==> src/rtl/mixcolumns_engine.sv <==
// Column-serial AES MixColumns / InvMixColumns engine with bypass and valid/ready on both sides.
// Latency 4/COLS_PER_CYCLE + 1 cycles from accept to out_valid; out_ready low holds the result in DONE.
`ifndef TEXT_WIDTH
`define TEXT_WIDTH 128
`endif

module mixcolumns_engine #(
    parameter int COLS_PER_CYCLE = 1
) (
    input  logic                   clk,
    input  logic                   rst,
    input  logic                   in_valid,
    output logic                   in_ready,
    input  logic [1:0]             mode_i,
    input  logic [`TEXT_WIDTH-1:0] state_i,
    output logic                   out_valid,
    input  logic                   out_ready,
    output logic [`TEXT_WIDTH-1:0] state_o
);
    localparam int BEATS = 4 / COLS_PER_CYCLE;
    localparam int CW    = (BEATS > 1) ? $clog2(BEATS) : 1;
    localparam logic [CW-1:0] LAST_BEAT = CW'(BEATS - 1);

    localparam logic [1:0] S_IDLE = 2'd0;
    localparam logic [1:0] S_BUSY = 2'd1;
    localparam logic [1:0] S_DONE = 2'd2;

    generate
        if (COLS_PER_CYCLE != 1 && COLS_PER_CYCLE != 2 && COLS_PER_CYCLE != 4) begin : g_bad_cols
            $error("mixcolumns_engine: COLS_PER_CYCLE must be 1, 2 or 4");
        end
    endgenerate

    function automatic logic [7:0] xt(input logic [7:0] x);
        return {x[6:0], 1'b0} ^ (x[7] ? 8'h1B : 8'h00);
    endfunction

    function automatic logic [31:0] mix_fwd(input logic [31:0] c);
        logic [0:3][7:0] a;
        logic [0:3][7:0] o;
        a = c;
        for (int r = 0; r < 4; r++)
            o[r] = xt(a[r] ^ a[(r+1)%4]) ^ a[(r+1)%4] ^ a[(r+2)%4] ^ a[(r+3)%4];
        return o;
    endfunction

    // Folds the inverse matrix into the forward one: p_r = 5*a_r ^ 4*a_{r+2}.
    function automatic logic [31:0] inv_pre(input logic [31:0] c);
        logic [0:3][7:0] a;
        logic [0:3][7:0] o;
        a = c;
        for (int r = 0; r < 4; r++)
            o[r] = a[r] ^ xt(xt(a[r] ^ a[(r+2)%4]));
        return o;
    endfunction

    logic [1:0]       state_q, state_d;
    logic [1:0]       mode_q, mode_d;
    logic [CW-1:0]    beat_q, beat_d;
    logic [0:3][31:0] work_q, work_d;
    logic [1:0]       base;
    logic [31:0]      col_out [COLS_PER_CYCLE];
    logic             accept;

    assign base = 2'(beat_q * COLS_PER_CYCLE);

    for (genvar i = 0; i < COLS_PER_CYCLE; i++) begin : g_col
        logic [31:0] col_in;
        assign col_in     = work_q[base + 2'(i)];
        assign col_out[i] = mix_fwd(mode_q[0] ? inv_pre(col_in) : col_in);
    end

    assign in_ready  = (state_q == S_IDLE) || ((state_q == S_DONE) && out_ready);
    assign accept    = in_valid && in_ready;
    assign out_valid = (state_q == S_DONE);
    assign state_o   = work_q;

    always_comb begin
        state_d = state_q;
        mode_d  = mode_q;
        beat_d  = beat_q;
        work_d  = work_q;
        case (state_q)
            S_IDLE: ;
            S_BUSY: begin
                if (!mode_q[1]) begin
                    for (int i = 0; i < COLS_PER_CYCLE; i++)
                        work_d[base + 2'(i)] = col_out[i];
                end
                if (beat_q == LAST_BEAT) begin
                    beat_d  = '0;
                    state_d = S_DONE;
                end else begin
                    beat_d = beat_q + 1'b1;
                end
            end
            S_DONE: if (out_ready && !in_valid) state_d = S_IDLE;
            default: state_d = S_IDLE;
        endcase
        if (accept) begin
            state_d = S_BUSY;
            mode_d  = mode_i;
            beat_d  = '0;
            work_d  = state_i;
        end
    end

    always_ff @(posedge clk) begin
        if (rst) begin
            state_q <= S_IDLE;
            mode_q  <= 2'b00;
            beat_q  <= '0;
            work_q  <= '0;
        end else begin
            state_q <= state_d;
            mode_q  <= mode_d;
            beat_q  <= beat_d;
            work_q  <= work_d;
        end
    end
endmodule

==> config.mk <==
export PLATFORM = sky130hd
export DESIGN_NAME = mixcolumns_engine
export DESIGN_NICKNAME = d
export VERILOG_FILES = /design/src/rtl/mixcolumns_engine.sv
export SDC_FILE = /design/constraint.sdc
export NUM_CORES = 1
export LEC_CHECK = 0
export BUFFER_PORTS_ARGS = -buffer_cell sky130_fd_sc_hd__buf_2
export CELL_PAD_IN_SITES_DETAIL_PLACEMENT = 1
export CELL_PAD_IN_SITES_GLOBAL_PLACEMENT = 2
export CORE_MARGIN = 5
export CORE_UTILIZATION = 29
export CTS_BUF_LIST = sky130_fd_sc_hd__clkbuf_8
export CTS_CLUSTER_DIAMETER = 40
export DETAILED_ROUTE_END_ITERATION = 8
export PLACE_DENSITY_LB_ADDON = 0.1
export SYNTH_ARGS = -nofsm -noshare
export SYNTH_HDL_FRONTEND = slang
export SYNTH_SLANG_ARGS = --single-unit
==> constraint.sdc <==
create_clock -name clk -period 3.45 [get_ports clk]
set_input_delay 0.345 -clock clk [delete_from_list [all_inputs] [get_ports clk]]
set_output_delay 0.345 -clock clk [all_outputs]
set_load 0.01 [all_outputs]
==> flow_summary.toml, run 1 <==
[sta]
tightest_slew_ns = 0.608
fin_crit_ns = 3.34
skew_ns = 0.0159
slew_viol_final = 0
hold_viol = 0
max_slew_margin = 0.595
fmax_ghz = 0.300
final-setup-viol-count = 0
finalCritPeriodShare = 0.968
tns_ns = 0

[clock_tree]
cts_max_level = 4
cts_tree = "done"
numCtsBuffers = 17
ctsLongestPathBuffers = 2
root_buffer = "clkbuf_8"
clk_pin_slew_worst_paths_ns = 0.09
cts.sinks = 134
clock_latency_ns = 0.45

[drt]
vias_per_cell = 5.19
drt_iter0_markers = 429
ant_nets = 0
wire_per_inst_um = 23.9
drc = 0
wl_um = 34800
first_pass_iters = 5
vias = 7561

[run]
cap_violations = 0

[critical_path]
path_max_fanout = 9
slowest_stage = "mux4_2"
crit_required_ns = 3.81
endpoint_kind = "register"
max_stage_delay_ns = 0.56
path_buf_inv = 2
path_class = "register to register"
worstSetupStartpointType = "register"
cp_top_family = "XOR/XNOR gates"
cp.arrival_ns = 3.70
crit_chain = "buf_12 > buf_4 > mux4_2 > xnor2_2 > xor2_1 > nor2_1 > xnor2_1 > xor2_2 > xnor3_1 > o22ai_1"

[place]
place_congestion = 0.830
postPlaceCellArea_mm2 = 0.0101
place_inst = 1414
hpwl_um = 26200
io_buffers = 263

[yosys]
synth_area_leaders = "dfxtp_1 (33%), a22oi_1 (12%), mux4_2 (9.0%)"
yosysMostFrequentCell = "dfxtp_1"
netlist.area_leader.share = 0.333
synth_cells = 776
avgSynthCellArea_um2 = 10.4
synth.net_count = 914
yosys_most_used_dff = "dfxtp_1"
synth_common_cells = "dfxtp_1 (134), a22oi_1 (128), nand2_1 (66), a21oi_1 (60), xnor2_1 (58)"
synth_cell_type_count = 38
synth_edf_count = 0
syn_area_mm2 = 0.00805
ys_ff_latch = 134
ys_seq_area_frac = 0.333
async_flop_share = 0
synth_top_area_cell = "dfxtp_1"
yosysWarningCount = 0

[floorplanning]
io_pins = 264
start_util = 0.292
row_count = 61
dieHeight_um = 177
die_w_um = 177
coreArea_mm2 = 0.0276
die-area_mm2 = 0.0312

[grt]
grt_pass1_wl_um = 51100
overflow = 0
antenna_found_initial = 2
grt_max_degree = 71
grtUsageTotal = 0.216
grt_pass1_vias = 8214

[layout]
design_area_mm2 = 0.0107
final_core_util = 0.388
stdcell_count = 1457
final_layout_size_suffix_gt1_frac = 0.404
fin_nets = 1202
syn2layout_area_growth_pct = 32.9

[pwr]
total_power_mw = 10.2
vdd_drop_max_mv = 0.376
leakage_nw = 4.64
p_per_area_mw_per_mm2 = 950

[hold_path]
hold_class = "input pin to register"

[run_status]
status = "complete, no violations"
final cells by class:
| cell class | count | area (µm²) |
|---|---|---|
| Clock buffer | 18 | 248 |
| Inverter | 4 | 15.0 |
| Tap cell | 378 | 473 |
| Fill cell | 3181 | 16900 |
| Timing Repair Buffer | 334 | 1910 |
| Clock inverter | 14 | 171 |
| Antenna cell | 2 | 5.00 |
| Sequential cell | 134 | 2690 |
| Multi-Input combinational cell | 573 | 5180 |
state kept, by name (all words and copies together), names as in the netlist:
name / cells
state_q: 2
beat_q: 2
state_o: 128
mode_q: 2
per-stage QoR:
step | hold WS (ns) | setup WS, ns
final | 0.125 | 0.112
after global routing | 0.111 | -0.00812
after CTS | 0.105 | -0.0319
after detailed placement | 0.502 | -0.0274
after global placement | 0.496 | -0.0663
after floorplan | 0.461 | 0.0986
worst min-delay path, stage by stage:
cell and delay (ns):
buf_2 0.08, mux2i_1 0.06, nor2_1 0.07
final timing paths:
check | startpoint | slack, ns | end | cells after the start
max | beat_q[1]$_SDFFE_PP0P_ | 0.11 | state_o[2]$_SDFFE_PP0P_ | 10
min | mode_i[1] | 0.12 | mode_q[1]$_SDFFE_PP0P_ | 3
max reg2reg | beat_q[1]$_SDFFE_PP0P_ | 0.11 | state_o[2]$_SDFFE_PP0P_ | 10
min reg2reg | mode_q[1]$_SDFFE_PP0P_ | 0.52 | mode_q[1]$_SDFFE_PP0P_ | 2
placed cells by master (no fill, tap or decap), types with 8 or more instances in the layout:
| cell type | Yosys | routed |
|---|---|---|
| o2bb2ai_1 | 8 | 8 |
| xor2_2 | 4 | 8 |
| clkbuf_8 | 0 | 18 |
| xnor3_1 | 31 | 27 |
| or3_1 | 8 | 8 |
| mux4_2 | 32 | 32 |
| a22oi_1 | 128 | 128 |
| nor2_1 | 19 | 13 |
| a21oi_1 | 60 | 60 |
| nand3_1 | 8 | 8 |
| xor2_1 | 46 | 41 |
| dfxtp_1 | 134 | 132 |
| nand2_1 | 66 | 65 |
| buf_2 | 2 | 262 |
| xnor2_1 | 58 | 56 |
| o22ai_1 | 56 | 56 |
| buf_4 | 3 | 67 |
power by group:
| part | leakage (nW) | switching, mW | internal, mW |
|---|---|---|---|
| Clock | 0.212 | 0.703 | 0.741 |
| Combinational | 3.33 | 3.58 | 3.13 |
| Sequential | 1.10 | 0.230 | 1.77 |
| Total | 4.64 | 4.52 | 5.64 |
logic make-up (layout without fill, tap and decap cells):
family          count (synthesis)  count (layout)  synth area share
simple gates                  123             123            0.0678
flops                         134             134             0.333
mux                            37              37             0.101
compound gates                260             260             0.218
other cells                     0               2                 0
fa+ha+maj                       4               4           0.00622
buf+inv                        70             370            0.0392
xor+xnor                      148             149             0.234
what timing repair did:
item | in CTS | in global routing
hold buffers | 0 | 0
cloned | 0 | 1
gates resized for setup | 3 | 15
pin swaps | 1 | 9
setup endpoints to repair | 13 | 69
buffers inserted | 0 | 8
metal layers:
| metal | share of wire | GRT usage | vias up |
|---|---|---|---|
| met3 | 0.050 | 0.0433 | 25 |
| li1 | - | - | 3501 |
| met2 | 0.50 | 0.375 | 228 |
| met1 | 0.44 | 0.278 | 3807 |
| met5 | 0 | 0 | - |
| met4 | 0.012 | 0.0490 | 0 |
Note: power is estimated with default switching activity, not from simulation.
==> inputs of run 2 (changes only) <==
- CORE_UTILIZATION: 29 -> 34
- SLEW_MARGIN: not set -> 0
- clock period: 3.45 -> 4.1 ns (I/O delays scaled with it)
==> flow_summary.toml, run 2 (synthesis results as in run 1) <==
[pwr]
p_int_mw = 4.34
p_sw_mw = 3.63
p_seq_frac = 0.211
combPwrFrac = 0.635
switching_share = 0.456
clkPwrFrac = 0.154
p_per_area_mw_per_mm2 = 790
leakage_nw = 4.36
vdd_drop_max_mv = 0.432

[layout]
final_cell_mix = "buf_2 (262), dfxtp_1 (132), a22oi_1 (128)"
final_layout_size_suffix_gt1_frac = 0.361
largest_reg_flops = 128
fin_nets = 1152
layout_commonest_cell = "buf_2"
final_core_util = 0.431
syn2layout_area_growth_pct = 25.4

[clock_tree]
post_cts_buffers = 0
cts_max_level = 4
ctsLongestPathBuffers = 2
cts_tree = "done"
cts-resized-gates = 0
root_buffer = "clkbuf_8"
hold_buffers = 0
numCtsBuffers = 17
clock_latency_ns = 0.46
cts.sinks = 134
clk_pin_slew_worst_paths_ns = 0.09

[hold_path]
min_from = "mode_i[1]"
hold_depth = 3
hold_class = "input pin to register"

[sta]
finalCritPeriodShare = 0.915
tightest_slew_ns = 1.14
fmax_ghz = 0.267
tns_ns = 0
rsz0062_at_grt = "no"
slew_viol_final = 0
max_slew_margin = 0.237
final-setup-viol-count = 0
hold_viol = 0
skew_ns = 0.0144
fin_crit_ns = 3.75

[grt]
grtUsageTotal = 0.241
busiest_layer = "met2"
met1_usage = 0.310
antenna_found_initial = 1
grt_max_degree = 73
grt_util_met3 = 0.0464
use_met2 = 0.421
grt_pass1_wl_um = 49000
overflow = 0
grt_pass1_vias = 7942

[critical_path]
max_stage_delay_ns = 0.74
crit_start = "beat_q[1]$_SDFFE_PP0P_"
path_depth = 8
r2r_start = "beat_q[1]$_SDFFE_PP0P_"
path_buf_inv = 0
endpoint_kind = "register"
cp_top_family = "XOR/XNOR gates"
crit_required_ns = 4.47
path_max_fanout = 11
reg2reg_slack_ns = 0.35
cp.arrival_ns = 4.12
worstSetupStartpointType = "register"
crit_chain = "mux4_1 > xor2_4 > xor2_2 > and2_1 > xnor2_1 > xnor3_1 > xnor3_1 > o22ai_1"
slowest_stage = "mux4_1"
path_class = "register to register"
reg2reg_depth = 8
cpMostUsedCell = "xnor3_1"

[drt]
vias_per_cell = 5.50
drt_iter0_markers = 478
first_pass_iters = 5
drc = 0
wire_per_inst_um = 24.3
ant_nets = 0
wl_um = 32700
vias = 7409

[run_status]
status = "complete, no violations"

[floorplanning]
coreArea_mm2 = 0.0234
dieHeight_um = 164
start_util = 0.344
io_pins = 264
die_w_um = 164
row_count = 56
die-area_mm2 = 0.0268

[place]
hpwl_um = 24200
place_congestion = 0.824
io_buffers = 263

[run]
cap_violations = 0
[run 2: stage by stage]
| step | cell area [µm²] | hold slack, ns | setup slack [ns] | instances | power (mW) |
|---|---|---|---|---|---|
| detailed placement | 9660 | 0.501 | 0.302 | 1314 | 6.74 |
| floorplan | 8050 | 0.461 | 0.749 | 776 | 5.28 |
| finish | 10100 | 0.197 | 0.349 | 1347 | 7.97 |
| global placement | 9660 | 0.497 | 0.424 | 1314 | 6.77 |
| global route | 10100 | 0.209 | 0.102 | 1347 | 8.42 |
| CTS | 10100 | 0.177 | 0.327 | 1346 | 8.02 |
[run 2: power groups by stage]
stage | Combinational [mW] | Sequential, mW | Clock, mW
after global placement | 5.05 | 1.71 | 0
after CTS | 5.08 | 1.68 | 1.25
after detailed placement | 5.03 | 1.71 | 0
after global routing | 5.40 | 1.71 | 1.31
after floorplan | 3.55 | 1.73 | 0
final | 5.06 | 1.68 | 1.23
[run 2: final timing paths]
check | to
setup reg to reg | state_o[113]$_SDFFE_PP0P_
setup / recovery | state_o[113]$_SDFFE_PP0P_
hold reg to reg | mode_q[1]$_SDFFE_PP0P_
hold / removal | mode_q[1]$_SDFFE_PP0P_
[run 2: cell type report]
cell class / instances / area (µm²)
antenna: 1 / 2.50
inverter: 4 / 15.0
multi-input combinational: 572 / 5080
tap: 319 / 399
timing repair buffer: 285 / 1480
fill: 2748 / 13300
sequential: 134 / 2690
clock inverter: 15 / 193
clock buffer: 17 / 234
[run 2: layer usage]
metal | up-vias | part of all wire
met5 | - | 0
met4 | 0 | 0.013
met3 | 35 | 0.055
met2 | 246 | 0.51
met1 | 3735 | 0.43
li1 | 3393 | -
[run 2: worst reg2reg max path, cell delays in order (launching register included)]
cell	delay (ns)
dfxtp_2	0.56
mux4_1	0.74
xor2_4	0.37
xor2_2	0.29
and2_1	0.31
xnor2_1	0.21
xnor3_1	0.51
xnor3_1	0.48
o22ai_1	0.21
==> inputs of run 3 (changes only) <==
- CORE_MARGIN: 5 -> not set
==> flow_summary.toml, run 3 (synthesis results as in run 1) <==
[run_status]
status = "complete, no violations"

[critical_path]
crit_required_ns = 4.39
max_stage_delay_ns = 0.61
cp.arrival_ns = 3.99
reg2reg_slack_ns = 0.40
path_max_fanout = 9
path_class = "register to register"
cpMostUsedCell = "xnor2_1"
crit_chain = "buf_12 > buf_4 > mux4_2 > xnor2_1 > xnor2_1 > nand2_1 > xor2_1 > xnor3_1 > xnor2_1 > o22ai_1"
worstSetupStartpointType = "register"
slowest_stage = "mux4_2"
endpoint_kind = "register"

[grt]
grtUsageTotal = 0.262
antenna_found_initial = 1
grt_pass1_vias = 7835
overflow = 0
grt_max_degree = 77
grt_pass1_wl_um = 47300

[clock_tree]
post_cts_buffers = 0
numCtsBuffers = 17
ctsLongestPathBuffers = 2
clk_pin_slew_worst_paths_ns = 0.08
cts_tree = "done"
cts.sinks = 134
root_buffer = "clkbuf_8"
hold_buffers = 0
cts_max_level = 4
clock_latency_ns = 0.45
cts-resized-gates = 0

[place]
hpwl_um = 23500
place_congestion = 0.823
io_buffers = 263

[layout]
syn2layout_area_growth_pct = 25.7
largest_reg_flops = 128
final_layout_size_suffix_gt1_frac = 0.366
layout_commonest_cell = "buf_2"
final_cell_mix = "buf_2 (262), dfxtp_1 (132), a22oi_1 (128)"
fin_nets = 1163

[sta]
fin_hold_ws_ns = 0.212
fin_crit_ns = 3.70
slew_viol_final = 0
fmax_ghz = 0.271
rsz0062_at_grt = "no"
tns_ns = 0
skew_ns = 0.0144
finalCritPeriodShare = 0.901
hold_viol = 0
final-setup-viol-count = 0
max_slew_margin = 0.219
tightest_slew_ns = 1.17

[drt]
vias_per_cell = 5.53
drc = 0
first_pass_iters = 5
wl_um = 31900
vias = 7477
drt_iter0_markers = 423
wire_per_inst_um = 23.6
ant_nets = 0

[floorplanning]
die-area_mm2 = 0.0243
coreArea_mm2 = 0.0229
dieHeight_um = 156
row_count = 55
io_pins = 264
start_util = 0.351
die_w_um = 156

[pwr]
p_sw_mw = 3.61
clkPwrFrac = 0.130
p_int_mw = 4.34
switching_share = 0.454
combPwrFrac = 0.659
leakage_nw = 4.38
p_seq_frac = 0.212
p_per_area_mw_per_mm2 = 786
vdd_drop_max_mv = 0.350

[run]
cap_violations = 0

[hold_path]
hold_class = "input pin to register"
[run 3: changes by cell type in the layout (fill, tap and decap cells not counted), moves of 3 or more]
| cell | before | now |
|---|---|---|
| clkinvlp_4 | 1 | 5 |
| buf_4 | 23 | 32 |
| inv_6 | 5 | 1 |
| clkinv_2 | 1 | 5 |
| clkinv_4 | 4 | 1 |
[run 3: layout make-up]
class	instances	area, µm²
antenna	1	2.50
clock buffer	17	234
clock inverter	14	114
fill	2678	12800
inverter	4	15.0
multi-input combinational	572	5080
sequential	134	2690
tap	313	392
timing repair buffer	296	1590
[run 3: worst paths after layout]
path,from,to,depth (start not counted)
worst max-delay path,beat_q[1]$_SDFFE_PP0P_,state_o[3]$_SDFFE_PP0P_,10
worst min-delay path,mode_i[1],mode_q[1]$_SDFFE_PP0P_,3
worst min register to register,mode_q[1]$_SDFFE_PP0P_,mode_q[1]$_SDFFE_PP0P_,2
worst max register to register,beat_q[1]$_SDFFE_PP0P_,state_o[3]$_SDFFE_PP0P_,10
[run 3: power groups by stage]
stage | registers [mW] | logic (mW) | clock network (mW)
after floorplan | 1.73 | 3.55 | 0
after global placement | 1.72 | 5.19 | 0
after detailed placement | 1.71 | 5.19 | 0
after CTS | 1.68 | 5.23 | 1.05
after global routing | 1.70 | 5.58 | 1.11
final | 1.68 | 5.23 | 1.03
[run 3: metal layers]
metal / global-route usage / up-vias / part of all wire
met3: 0.0403 / 30 / 0.051
met1: 0.334 / 3779 / 0.43
met4: 0.0724 / 0 / 0.012
met5: 0 / - / 0
li1: - / 3418 / -
met2: 0.456 / 250 / 0.51
[run 3: stage by stage]
step | cells | total power, mW | area (µm²) | util | worst slack [ns]
floorplan | 776 | 5.28 | 8050 | - | 0.749
global placement | 1319 | 6.91 | 9760 | 0.426 | 0.547
detailed placement | 1319 | 6.90 | 9760 | 0.426 | 0.483
CTS | 1350 | 7.96 | 10100 | 0.441 | 0.429
global route | 1351 | 8.39 | 10100 | 0.441 | 0.134
finish | 1351 | 7.95 | 10100 | 0.441 | 0.405
[run 3: worst max-delay path, delay by kind of cell (launching register included)]
family / cells / cell delay (ns)
compound gates: 1 / 0.16
xor+xnor: 5 / 1.74
buf+inv: 2 / 0.36
flops: 1 / 0.53
mux: 1 / 0.61
simple gates: 1 / 0.13
